File: src/rtl/menu_ctrl_pkg.sv
// Shared types and constants for the start-menu controller and the menu renderer.
package menu_ctrl_pkg;

    typedef enum logic [2:0] {
        ST_MENU  = 3'd0,
        ST_ARMED = 3'd1,
        ST_START = 3'd2,
        ST_GAME  = 3'd3,
        ST_PAUSE = 3'd4
    } state_e;

    localparam logic [1:0] SEL_MENU  = 2'b00;
    localparam logic [1:0] SEL_GAME  = 2'b01;
    localparam logic [1:0] SEL_PAUSE = 2'b10;

    localparam int unsigned BTN_X0_DEF = 500;
    localparam int unsigned BTN_X1_DEF = 560;
    localparam int unsigned BTN_Y0_DEF = 320;
    localparam int unsigned BTN_Y1_DEF = 350;

    function automatic logic [1:0] sel_of(state_e s);
        logic [1:0] r;
        r = SEL_MENU;
        if (s == ST_GAME) r = SEL_GAME;
        if (s == ST_PAUSE) r = SEL_PAUSE;
        return r;
    endfunction

endpackage

File: src/rtl/menu_ctrl_if.sv
// Signal bundle between the timing/input side and the menu controller.
interface menu_ctrl_if;

    logic        vblnk_in;
    logic [11:0] mouse_xpos;
    logic [11:0] mouse_ypos;
    logic        mouse_left;
    logic        esc_key;
    logic        game_over;
    logic [1:0]  screen_sel;
    logic        btn_hover;
    logic        game_start;
    logic [2:0]  state_dbg;

    modport master (
        output vblnk_in, mouse_xpos, mouse_ypos,
        output mouse_left, esc_key, game_over,
        input  screen_sel, btn_hover, game_start, state_dbg
    );

    modport slave (
        input  vblnk_in, mouse_xpos, mouse_ypos,
        input  mouse_left, esc_key, game_over,
        output screen_sel, btn_hover, game_start, state_dbg
    );

endinterface

File: src/rtl/edge_sync.sv
// Two-flop synchroniser for an asynchronous level, with rise/fall pulses
// taken on the synchronised side.
module edge_sync (
    input  logic clk,
    input  logic rst_n,
    input  logic d_i,
    output logic rise_o,
    output logic fall_o
);

    logic [2:0] sh_q;

    always_ff @(posedge clk or negedge rst_n) begin
        if (!rst_n) sh_q <= '0;
        else        sh_q <= {sh_q[1:0], d_i};
    end

    assign rise_o = sh_q[1] & ~sh_q[2];
    assign fall_o = ~sh_q[1] & sh_q[2];

endmodule

File: src/rtl/menu_ctrl.sv
// Start-menu / game / pause screen controller; steps once per frame on the
// vblank tick using input events accumulated over the previous frame.
module menu_ctrl
    import menu_ctrl_pkg::*;
#(
    parameter int unsigned BTN_X0       = BTN_X0_DEF,
    parameter int unsigned BTN_X1       = BTN_X1_DEF,
    parameter int unsigned BTN_Y0       = BTN_Y0_DEF,
    parameter int unsigned BTN_Y1       = BTN_Y1_DEF,
    parameter int unsigned START_FRAMES = 4
) (
    input logic        clk,
    input logic        rst_n,
    menu_ctrl_if.slave bus
);

    localparam logic [11:0] X0 = 12'(BTN_X0);
    localparam logic [11:0] X1 = 12'(BTN_X1);
    localparam logic [11:0] Y0 = 12'(BTN_Y0);
    localparam logic [11:0] Y1 = 12'(BTN_Y1);
    localparam logic [3:0]  CNT_LOAD = 4'(START_FRAMES - 1);

    logic   clk_rise, clk_fall, esc_rise, esc_fall_unused;
    logic   vb_q, tick_q;
    logic   press_q, rel_q, esc_q, go_q;
    logic   hov_now, hov_q, hov_d;
    state_e state_q, state_d;
    logic [3:0] cnt_q, cnt_d;
    logic [1:0] sel_q, sel_d;
    logic   gs_q, gs_d;

    edge_sync u_sync_click (
        .clk    (clk),
        .rst_n  (rst_n),
        .d_i    (bus.mouse_left),
        .rise_o (clk_rise),
        .fall_o (clk_fall)
    );

    edge_sync u_sync_esc (
        .clk    (clk),
        .rst_n  (rst_n),
        .d_i    (bus.esc_key),
        .rise_o (esc_rise),
        .fall_o (esc_fall_unused)
    );

    assign hov_now = (bus.mouse_xpos >= X0) && (bus.mouse_xpos <= X1) &&
                     (bus.mouse_ypos >= Y0) && (bus.mouse_ypos <= Y1);

    always_comb begin
        state_d = state_q;
        cnt_d   = cnt_q;
        sel_d   = sel_q;
        hov_d   = hov_q;
        gs_d    = 1'b0;
        if (tick_q) begin
            hov_d = hov_now;
            case (state_q)
                ST_MENU: begin
                    if (press_q && hov_now) state_d = ST_ARMED;
                end
                ST_ARMED: begin
                    if (rel_q) begin
                        state_d = hov_now ? ST_START : ST_MENU;
                        cnt_d   = CNT_LOAD;
                    end
                end
                ST_START: begin
                    if (cnt_q == 4'd0) begin
                        state_d = ST_GAME;
                        gs_d    = 1'b1;
                    end else begin
                        cnt_d = cnt_q - 4'd1;
                    end
                end
                ST_GAME: begin
                    if (go_q)       state_d = ST_MENU;
                    else if (esc_q) state_d = ST_PAUSE;
                end
                ST_PAUSE: begin
                    if (esc_q)                  state_d = ST_GAME;
                    else if (press_q && hov_now) state_d = ST_MENU;
                end
                default: state_d = ST_MENU;
            endcase
            sel_d = sel_of(state_d);
        end
    end

    // An event landing in the tick cycle seeds the next frame's flag.
    always_ff @(posedge clk or negedge rst_n) begin
        if (!rst_n) begin
            vb_q    <= 1'b0;
            tick_q  <= 1'b0;
            press_q <= 1'b0;
            rel_q   <= 1'b0;
            esc_q   <= 1'b0;
            go_q    <= 1'b0;
            hov_q   <= 1'b0;
            state_q <= ST_MENU;
            cnt_q   <= '0;
            sel_q   <= SEL_MENU;
            gs_q    <= 1'b0;
        end else begin
            vb_q    <= bus.vblnk_in;
            tick_q  <= bus.vblnk_in & ~vb_q;
            press_q <= clk_rise | (press_q & ~tick_q);
            rel_q   <= clk_fall | (rel_q & ~tick_q);
            esc_q   <= esc_rise | (esc_q & ~tick_q);
            go_q    <= bus.game_over | (go_q & ~tick_q);
            hov_q   <= hov_d;
            state_q <= state_d;
            cnt_q   <= cnt_d;
            sel_q   <= sel_d;
            gs_q    <= gs_d;
        end
    end

    assign bus.screen_sel = sel_q;
    assign bus.btn_hover  = hov_q;
    assign bus.game_start = gs_q;
    assign bus.state_dbg  = state_q;

endmodule

File: src/flat_wrapper.sv
// flat-port wrapper written by rule: the top's interface ports become plain ports
module menu_ctrl_flat import menu_ctrl_pkg::*;
#(
    parameter int unsigned BTN_X0       = BTN_X0_DEF,
    parameter int unsigned BTN_X1       = BTN_X1_DEF,
    parameter int unsigned BTN_Y0       = BTN_Y0_DEF,
    parameter int unsigned BTN_Y1       = BTN_Y1_DEF,
    parameter int unsigned START_FRAMES = 4
)
  (clk, rst_n, bus_vblnk_in, bus_mouse_xpos, bus_mouse_ypos, bus_mouse_left, bus_esc_key, bus_game_over, bus_screen_sel, bus_btn_hover, bus_game_start, bus_state_dbg);
  menu_ctrl_if bus_i ();
  input logic clk;
  input logic rst_n;
  input wire logic [$bits(bus_i.vblnk_in)-1:0] bus_vblnk_in;
  input wire logic [$bits(bus_i.mouse_xpos)-1:0] bus_mouse_xpos;
  input wire logic [$bits(bus_i.mouse_ypos)-1:0] bus_mouse_ypos;
  input wire logic [$bits(bus_i.mouse_left)-1:0] bus_mouse_left;
  input wire logic [$bits(bus_i.esc_key)-1:0] bus_esc_key;
  input wire logic [$bits(bus_i.game_over)-1:0] bus_game_over;
  output wire logic [$bits(bus_i.screen_sel)-1:0] bus_screen_sel;
  output wire logic [$bits(bus_i.btn_hover)-1:0] bus_btn_hover;
  output wire logic [$bits(bus_i.game_start)-1:0] bus_game_start;
  output wire logic [$bits(bus_i.state_dbg)-1:0] bus_state_dbg;
  assign bus_i.vblnk_in = bus_vblnk_in;
  assign bus_i.mouse_xpos = bus_mouse_xpos;
  assign bus_i.mouse_ypos = bus_mouse_ypos;
  assign bus_i.mouse_left = bus_mouse_left;
  assign bus_i.esc_key = bus_esc_key;
  assign bus_i.game_over = bus_game_over;
  assign bus_screen_sel = bus_i.screen_sel;
  assign bus_btn_hover = bus_i.btn_hover;
  assign bus_game_start = bus_i.game_start;
  assign bus_state_dbg = bus_i.state_dbg;
  menu_ctrl #(.BTN_X0(BTN_X0), .BTN_X1(BTN_X1), .BTN_Y0(BTN_Y0), .BTN_Y1(BTN_Y1), .START_FRAMES(START_FRAMES)) u_core (.clk(clk), .rst_n(rst_n), .bus(bus_i));
endmodule
File: config.mk
export PLATFORM = sky130hd
export DESIGN_NAME = menu_ctrl_flat
export DESIGN_NICKNAME = d
export VERILOG_FILES = /design/src/rtl/menu_ctrl_pkg.sv /design/src/rtl/menu_ctrl_if.sv /design/src/rtl/edge_sync.sv /design/src/rtl/menu_ctrl.sv /design/src/flat_wrapper.sv
export SDC_FILE = /design/constraint.sdc
export NUM_CORES = 1
export LEC_CHECK = 0
export CORE_ASPECT_RATIO = 0.8
export CORE_MARGIN = 1
export CORE_UTILIZATION = 30
export DETAILED_ROUTE_END_ITERATION = 7
export PLACE_DENSITY = 0.64
export SLEW_MARGIN = 20
export SYNTH_ARGS = -nofsm -noshare
export SYNTH_HDL_FRONTEND = slang
export SYNTH_SLANG_ARGS = --single-unit
File: constraint.sdc
create_clock -name clk -period 4.15 [get_ports clk]
set_clock_uncertainty 0.1 [all_clocks]
set_input_delay 0.83 -clock clk [delete_from_list [all_inputs] [get_ports clk]]
set_output_delay 0.83 -clock clk [all_outputs]
set_load 0.01 [all_outputs]
Yosys cells after proc, flatten, opt, wreduce, memory -nomap -nowiden
Index checks and enable logic that the tools add are counted.
{"block": "totals", "reg_bits": 23, "input_bits": 30, "word_cells": 69}
{"block": "op_classes", "n_addsub": 1, "order_cmp": 4, "eq_ne": 8, "mux": 18, "n_bitwise": 17, "n_reduce_logical": 8}
{"op": "12-bit by 9-bit greater-or-equal comparator with 1-bit output (second input constant)", "n": 2}
{"op": "3-bit two-way mux", "n": 8}
{"op": "3-bit one-hot mux with 5 select lines", "n": 1}
{"op": "12-bit by 10-bit <= comparator with 1-bit output (second input constant)", "n": 1}
{"op": "12-bit by 9-bit <= comparator with 1-bit output (second input constant)", "n": 1}
{"op": "3-bit by 2-bit == test with 1-bit output (second input constant)", "n": 3}
{"op": "1-bit bitwise AND", "n": 8}
{"op": "4-bit two-way mux", "n": 2}
{"op": "4-bit one-hot mux with 2 select lines", "n": 1}
{"op": "3-bit == test (second input constant)", "n": 2}
{"op": "1-bit NOT", "n": 5}
{"op": "1-bit logical AND", "n": 4}
{"op": "4-bit logical NOT", "n": 1}
{"op": "1-bit two-way mux", "n": 4}
{"op": "2-bit two-way mux", "n": 2}
{"op": "1-bit bitwise OR", "n": 4}
{"op": "4-bit AND reduction", "n": 1}
{"op": "4-bit by 1-bit subtractor with 4-bit output (second input constant)", "n": 1}
{"op": "3-bit by 1-bit == test with 1-bit output (second input constant)", "n": 1}
{"op": "3-bit logical NOT", "n": 1}
{"op": "2-bit by 1-bit != test with 1-bit output (second input constant)", "n": 1}
{"op": "2-bit != test (second input constant)", "n": 1}
{"op": "2-bit nonzero test", "n": 1}

Longest topological paths before layout
{"block": "depth", "word_depth": 12, "ltp_mapped": 7, "mapped_depth_nobuf": 7}

Cells and area by module
Synthesis repeated with hierarchy kept, for this count alone.
{"block": "hier_totals", "cells_unflattened": 113, "area_unflattened_um2": 1158.6}
{"mod": "menu_ctrl", "n_inst": 1, "cells_per_inst": 103, "area_each_um2": 978.4}
{"mod": "edge_sync", "n_inst": 2, "cells_per_inst": 5, "area_each_um2": 90.1}

Worst setup path before layout
Ideal clock, no wire load.
{"block": "synth_timing", "path_type": "input to register", "from": "input port bus_mouse_xpos[10]", "to": "register u_core.state_q[0] (netlist: u_core.bus.state_dbg[0])", "setup_time_ns": 0.139, "arrival_ns": 1.932, "required_time_ns": 3.911, "setup_slack_ns": 1.978, "stages": 5, "path_buffers": 0, "cell_sequence": "nor4b_1 -> and4b_1 -> o2111ai_1 -> a311oi_1 -> o22ai_1"}
{"block": "synth_via", "elab_chain_len": 9, "elab_cells_between_ends": 11, "classes_between": "order compare (2); mux (5); reduce/logical (4)"}
{"item": "start: declaration", "line": "flat_wrapper.sv:15", "text": "input wire logic [$bits(bus_i.mouse_xpos)-1:0] bus_mouse_xpos;"}
{"item": "12-bit by 9-bit greater-or-equal comparator with 1-bit output / 12-bit by 10-bit <= comparator with 1-bit output (equally long branches)", "line": "menu_ctrl.sv:48", "text": "assign hov_now = (bus.mouse_xpos >= X0) && (bus.mouse_xpos <= X1) &&"}
{"item": "1-bit logical AND (*) (2 in a row)", "line": "menu_ctrl.sv:48"}
{"item": "1-bit logical AND (*)", "line": "menu_ctrl.sv:49", "text": "(bus.mouse_ypos >= Y0) && (bus.mouse_ypos <= Y1);"}
{"item": "1-bit logical AND (*)", "line": "menu_ctrl.sv:61, menu_ctrl.sv:83"}
{"item": "3-bit two-way mux", "line": "menu_ctrl.sv:83", "text": "else if (press_q && hov_now) state_d = ST_MENU;"}
{"item": "3-bit two-way mux", "line": "menu_ctrl.sv:82", "text": "if (esc_q) state_d = ST_GAME;"}
{"item": "3-bit one-hot mux with 5 select lines (*)", "line": "menu_ctrl.sv:59", "text": "case (state_q)"}
{"item": "3-bit two-way mux (*)", "line": "menu_ctrl.sv:57", "text": "if (tick_q) begin"}
{"item": "end signal: assignment", "line": "menu_ctrl.sv:113", "text": "state_q <= state_d;"}
{"item": "end: declaration", "line": "menu_ctrl.sv:27", "text": "state_e state_q, state_d;"}
Every way passes the cells marked *; elsewhere a longest branch is shown, timed or not. The select of a mux whose other input is x is not followed.
A chain may end at the register's enable or synchronous reset.

Final worst setup path
Same ends and word-level chain as after synthesis.

==> impl_results.md <==
* Relative slew slack at 67.3%
* Maxcap violations at 0
* WP data arrival at 2.48 ns
* Critical path, cell by cell: clkdlybuf4s50_1, nor4b_1, and4b_1, o2111ai_1, a311oi_1, o22ai_1
* Share of cells above drive strength 1 at 5.96%
* CTS Buffer Depth at 2
* Power density over the cells at 457 mW/mm^2
* Setup crit end kind: flip-flop
* Slew @ Worst Pin at 0.491 ns
* Routed wire per std cell at 13.1 um
* Placeable Area at 0.00354 sq mm
* Fmax at 410 MHz
* Buf+Inv Stages, Crit Path at 1
* Initial Utilization at 32.5%
* Syn Std Cell Area at 0.00115 sq mm
* Residual DRC at 1
* Delay-heaviest family, CP: compound AO/OA/AOI/OAI gates
* Netlist cell types at 42
* Fill cells at 335
* Clk slew on worst S/H paths at 0.08 ns
* CP max-delay cell: clkdlybuf4s50_1
* CP max stage delay at 0.40 ns
* Synthesized instance count at 115
* Peak supply drop at 0.181 mV
* Final non-filler cell total at 193
* Lkg Pwr at 0.641 nW
* Later-pin clock latency in the skew report at 0.27 ns
* GRT overflow at 0
* Violated checks: design-rule violations
* Min-Delay Path Class: flip-flop to flip-flop
* Std cell rows at 19
* Syn Area/Cell at 10.0 sq um
* Top cell type's share of synthesized area at 50.1%
* Setup WS pre-CTS at 1.43 ns
* Die height at 57.4 um
* PnR worst setup slack at 1.71 ns
* Synthesis warning total at 0
* Synth area leaders: dfrtp_1 50%, o21ai_0 3.5%, inv_1 3.3%
* Area leader, netlist: dfrtp_1
* RSZ-0062 raised after global routing: false
* Horiz. Die Dim at 71.2 um
* Number of I/O pins at 37
* DP Cell Count at 189
* Seq/Total Area, Yosys at 50.1%
* Total CTS buffers at 3
* Run status: finished, violations left
* Vias in the first global route at 1056
* Post-DR vias/cell at 5.26
* CTS tree: built
* Worst setup path class: input pin to flip-flop
* Clk root buf: clkbuf_8
* Routability congestion estimate from global placement at 0.845
* Hold-fix buffers, CTS at 0
* Die area at 0.00409 sq mm
* Min Tclk post-route at 2.44 ns
* Post-Syn Nets at 147
* First-pass GRT wire length at 4710 um
* Diode count at 0
* WL final at 2530 um
* # setup viols final at 0
* Final core occ at 44.6%
* CTS resizes at 0
* Postcts setup bufs at 0
* Crit-path max FO at 5
* Startpoint Class: input pin
* Tcrit/Tclk final at 58.7%
* Port Buf Inserts at 36
* Final-stage net count at 184
* Area Growth Syn to Fin at 37.4%
* Pin count of the biggest net entering global routing at 24
* Max H-tree Level at 1
* Drt pass-1 iters at 6
* Setup tns final at 0 ns
* DPL Wire Length at 1950 um
* Initial DRC Count at 105
* Flops & latches, synth at 23
* Initial antenna violation count at 0
* Gr usage total at 14.4%
* Data required, critical path at 4.19 ns
* Final Hold Vio Count at 0
* Routed via count at 1016
* Detail Route Antenna Nets at 0
* Slew Limit Fails at 0
* Clk sink count at 23
[registers in the layout, indices dropped and copies added, names as in the netlist]
signal and flops:
u_core.bus.game_start 1, u_core.esc_q 1, u_core.vb_q 1, u_core.cnt_q 4, u_core.rel_q 1, u_core.bus.state_dbg 3, u_core.go_q 1, u_core.bus.btn_hover 1
u_core.u_sync_esc.sh_q 3, u_core.tick_q 1, u_core.press_q 1, u_core.u_sync_click.sh_q 3, u_core.bus.screen_sel 2
[placed cells by master, fill, tap and decap left out, types with 2 or more instances in the layout]
cell type,instances
clkdlybuf4s50_1,35
nor2b_1,2
nor3_1,6
nor4b_1,2
nand3_1,6
nand2_1,10
o22ai_1,2
ha_1,2
clkbuf_8,3
a21oi_1,3
o2bb2ai_1,2
a22o_1,2
and3_1,2
and4_1,2
dfrtp_1,23
o21a_1,2
o21ai_0,8
inv_1,10
nor2_1,5
[cell usage after synthesis]
library cell / number
a311oi_1: 1
or4b_4: 1
o311ai_0: 1
or4b_1: 1
nor2_1: 5
buf_4: 1
o2bb2ai_1: 2
and2b_1: 1
ha_1: 2
or2_2: 1
o21a_1: 2
o21ai_0: 8
o21ai_1: 1
o2111ai_1: 1
o2111a_1: 1
nand4b_1: 1
and4b_1: 1
o2111a_2: 1
nor2b_1: 2
o211ai_1: 1
nor4_1: 1
nand2b_1: 1
a22o_1: 2
o221ai_1: 1
o22ai_1: 2
and4_1: 2
mux2i_1: 1
nor4b_1: 2
and4bb_2: 1
a31oi_1: 1
inv_1: 10
a21oi_1: 3
a21o_1: 1
dfrtp_1: 23
nand4_1: 1
buf_6: 1
clkbuf_1: 2
and3_1: 2
a32oi_1: 1
nand3_1: 6
nor3_1: 6
nand2_1: 10
[final timing paths]
| kind | slack (ns) | end | cells past startpoint | from |
|---|---|---|---|---|
| min | 0.25 | u_core.u_sync_esc.sh_q[1] | 0 | u_core.u_sync_esc.sh_q[0] |
| max | 1.71 | u_core.bus.state_dbg[0] | 6 | bus_mouse_xpos[10] |
| max reg2reg | 2.11 | u_core.cnt_q[2] | 5 | u_core.bus.state_dbg[1] |
| min reg2reg | 0.25 | u_core.u_sync_esc.sh_q[1] | 0 | u_core.u_sync_esc.sh_q[0] |
| min in group asynchronous | 0.41 | u_core.bus.game_start | 1 | rst_n |
| max in group asynchronous | 3.20 | u_core.bus.state_dbg[1] | 1 | rst_n |
[metal layers]
| metal | part of all wire [%] | wire, um | GRT usage (%) | vias to the layer above |
|---|---|---|---|---|
| li1 | - | - | - | 495 |
| met1 | 49 | 1230 | 18.8 | 489 |
| met2 | 45 | 1140 | 23.7 | 28 |
| met3 | 5.1 | 129 | 3.89 | 4 |
| met4 | 0.87 | 22 | 4.29 | 0 |
| met5 | 0 | 0 | 0 | - |
[metrics by stage]
stage	hold slack, ns	cell area (sq um)	power [mW]
2_1_floorplan	0.231	1150	0.485
3_3_place_gp	0.232	1540	0.577
6_report	0.255	1580	0.723
5_1_grt	0.274	1580	0.781
3_5_place_dp	0.236	1540	0.583
4_1_cts	0.258	1590	0.729
[cell type report]
class	instances	area, sq um	share of cell area, %
Timing Repair Buffer	36	355	22.5
Clock buffer	3	41.3	2.61
Clock inverter	1	7.51	0.475
Sequential cell	23	576	36.4
Multi-Input combinational cell	78	510	32.3
Tap cell	42	52.6	3.33
Inverter	10	37.5	2.38
[power by group]
part	switching (mW)	total, mW	internal, mW
Sequential	0.0679	0.334	0.266
Combinational	0.118	0.247	0.129
Clock	0.0734	0.141	0.0680
[kinds of logic (layout without fill, tap and decap cells)]
family	after synthesis	after routing	share of synthesized area, %
AND/OR/NAND/NOR	45	45	23.0
AO/OA/AOI/OAI	30	30	18.4
flip-flops	23	23	50.1
buffers and inverters	14	50	5.55
adder cells (fa/ha/maj)	2	2	2.18
multiplexers	1	1	0.871
No activity file was read; power rests on OpenSTA's default activity.
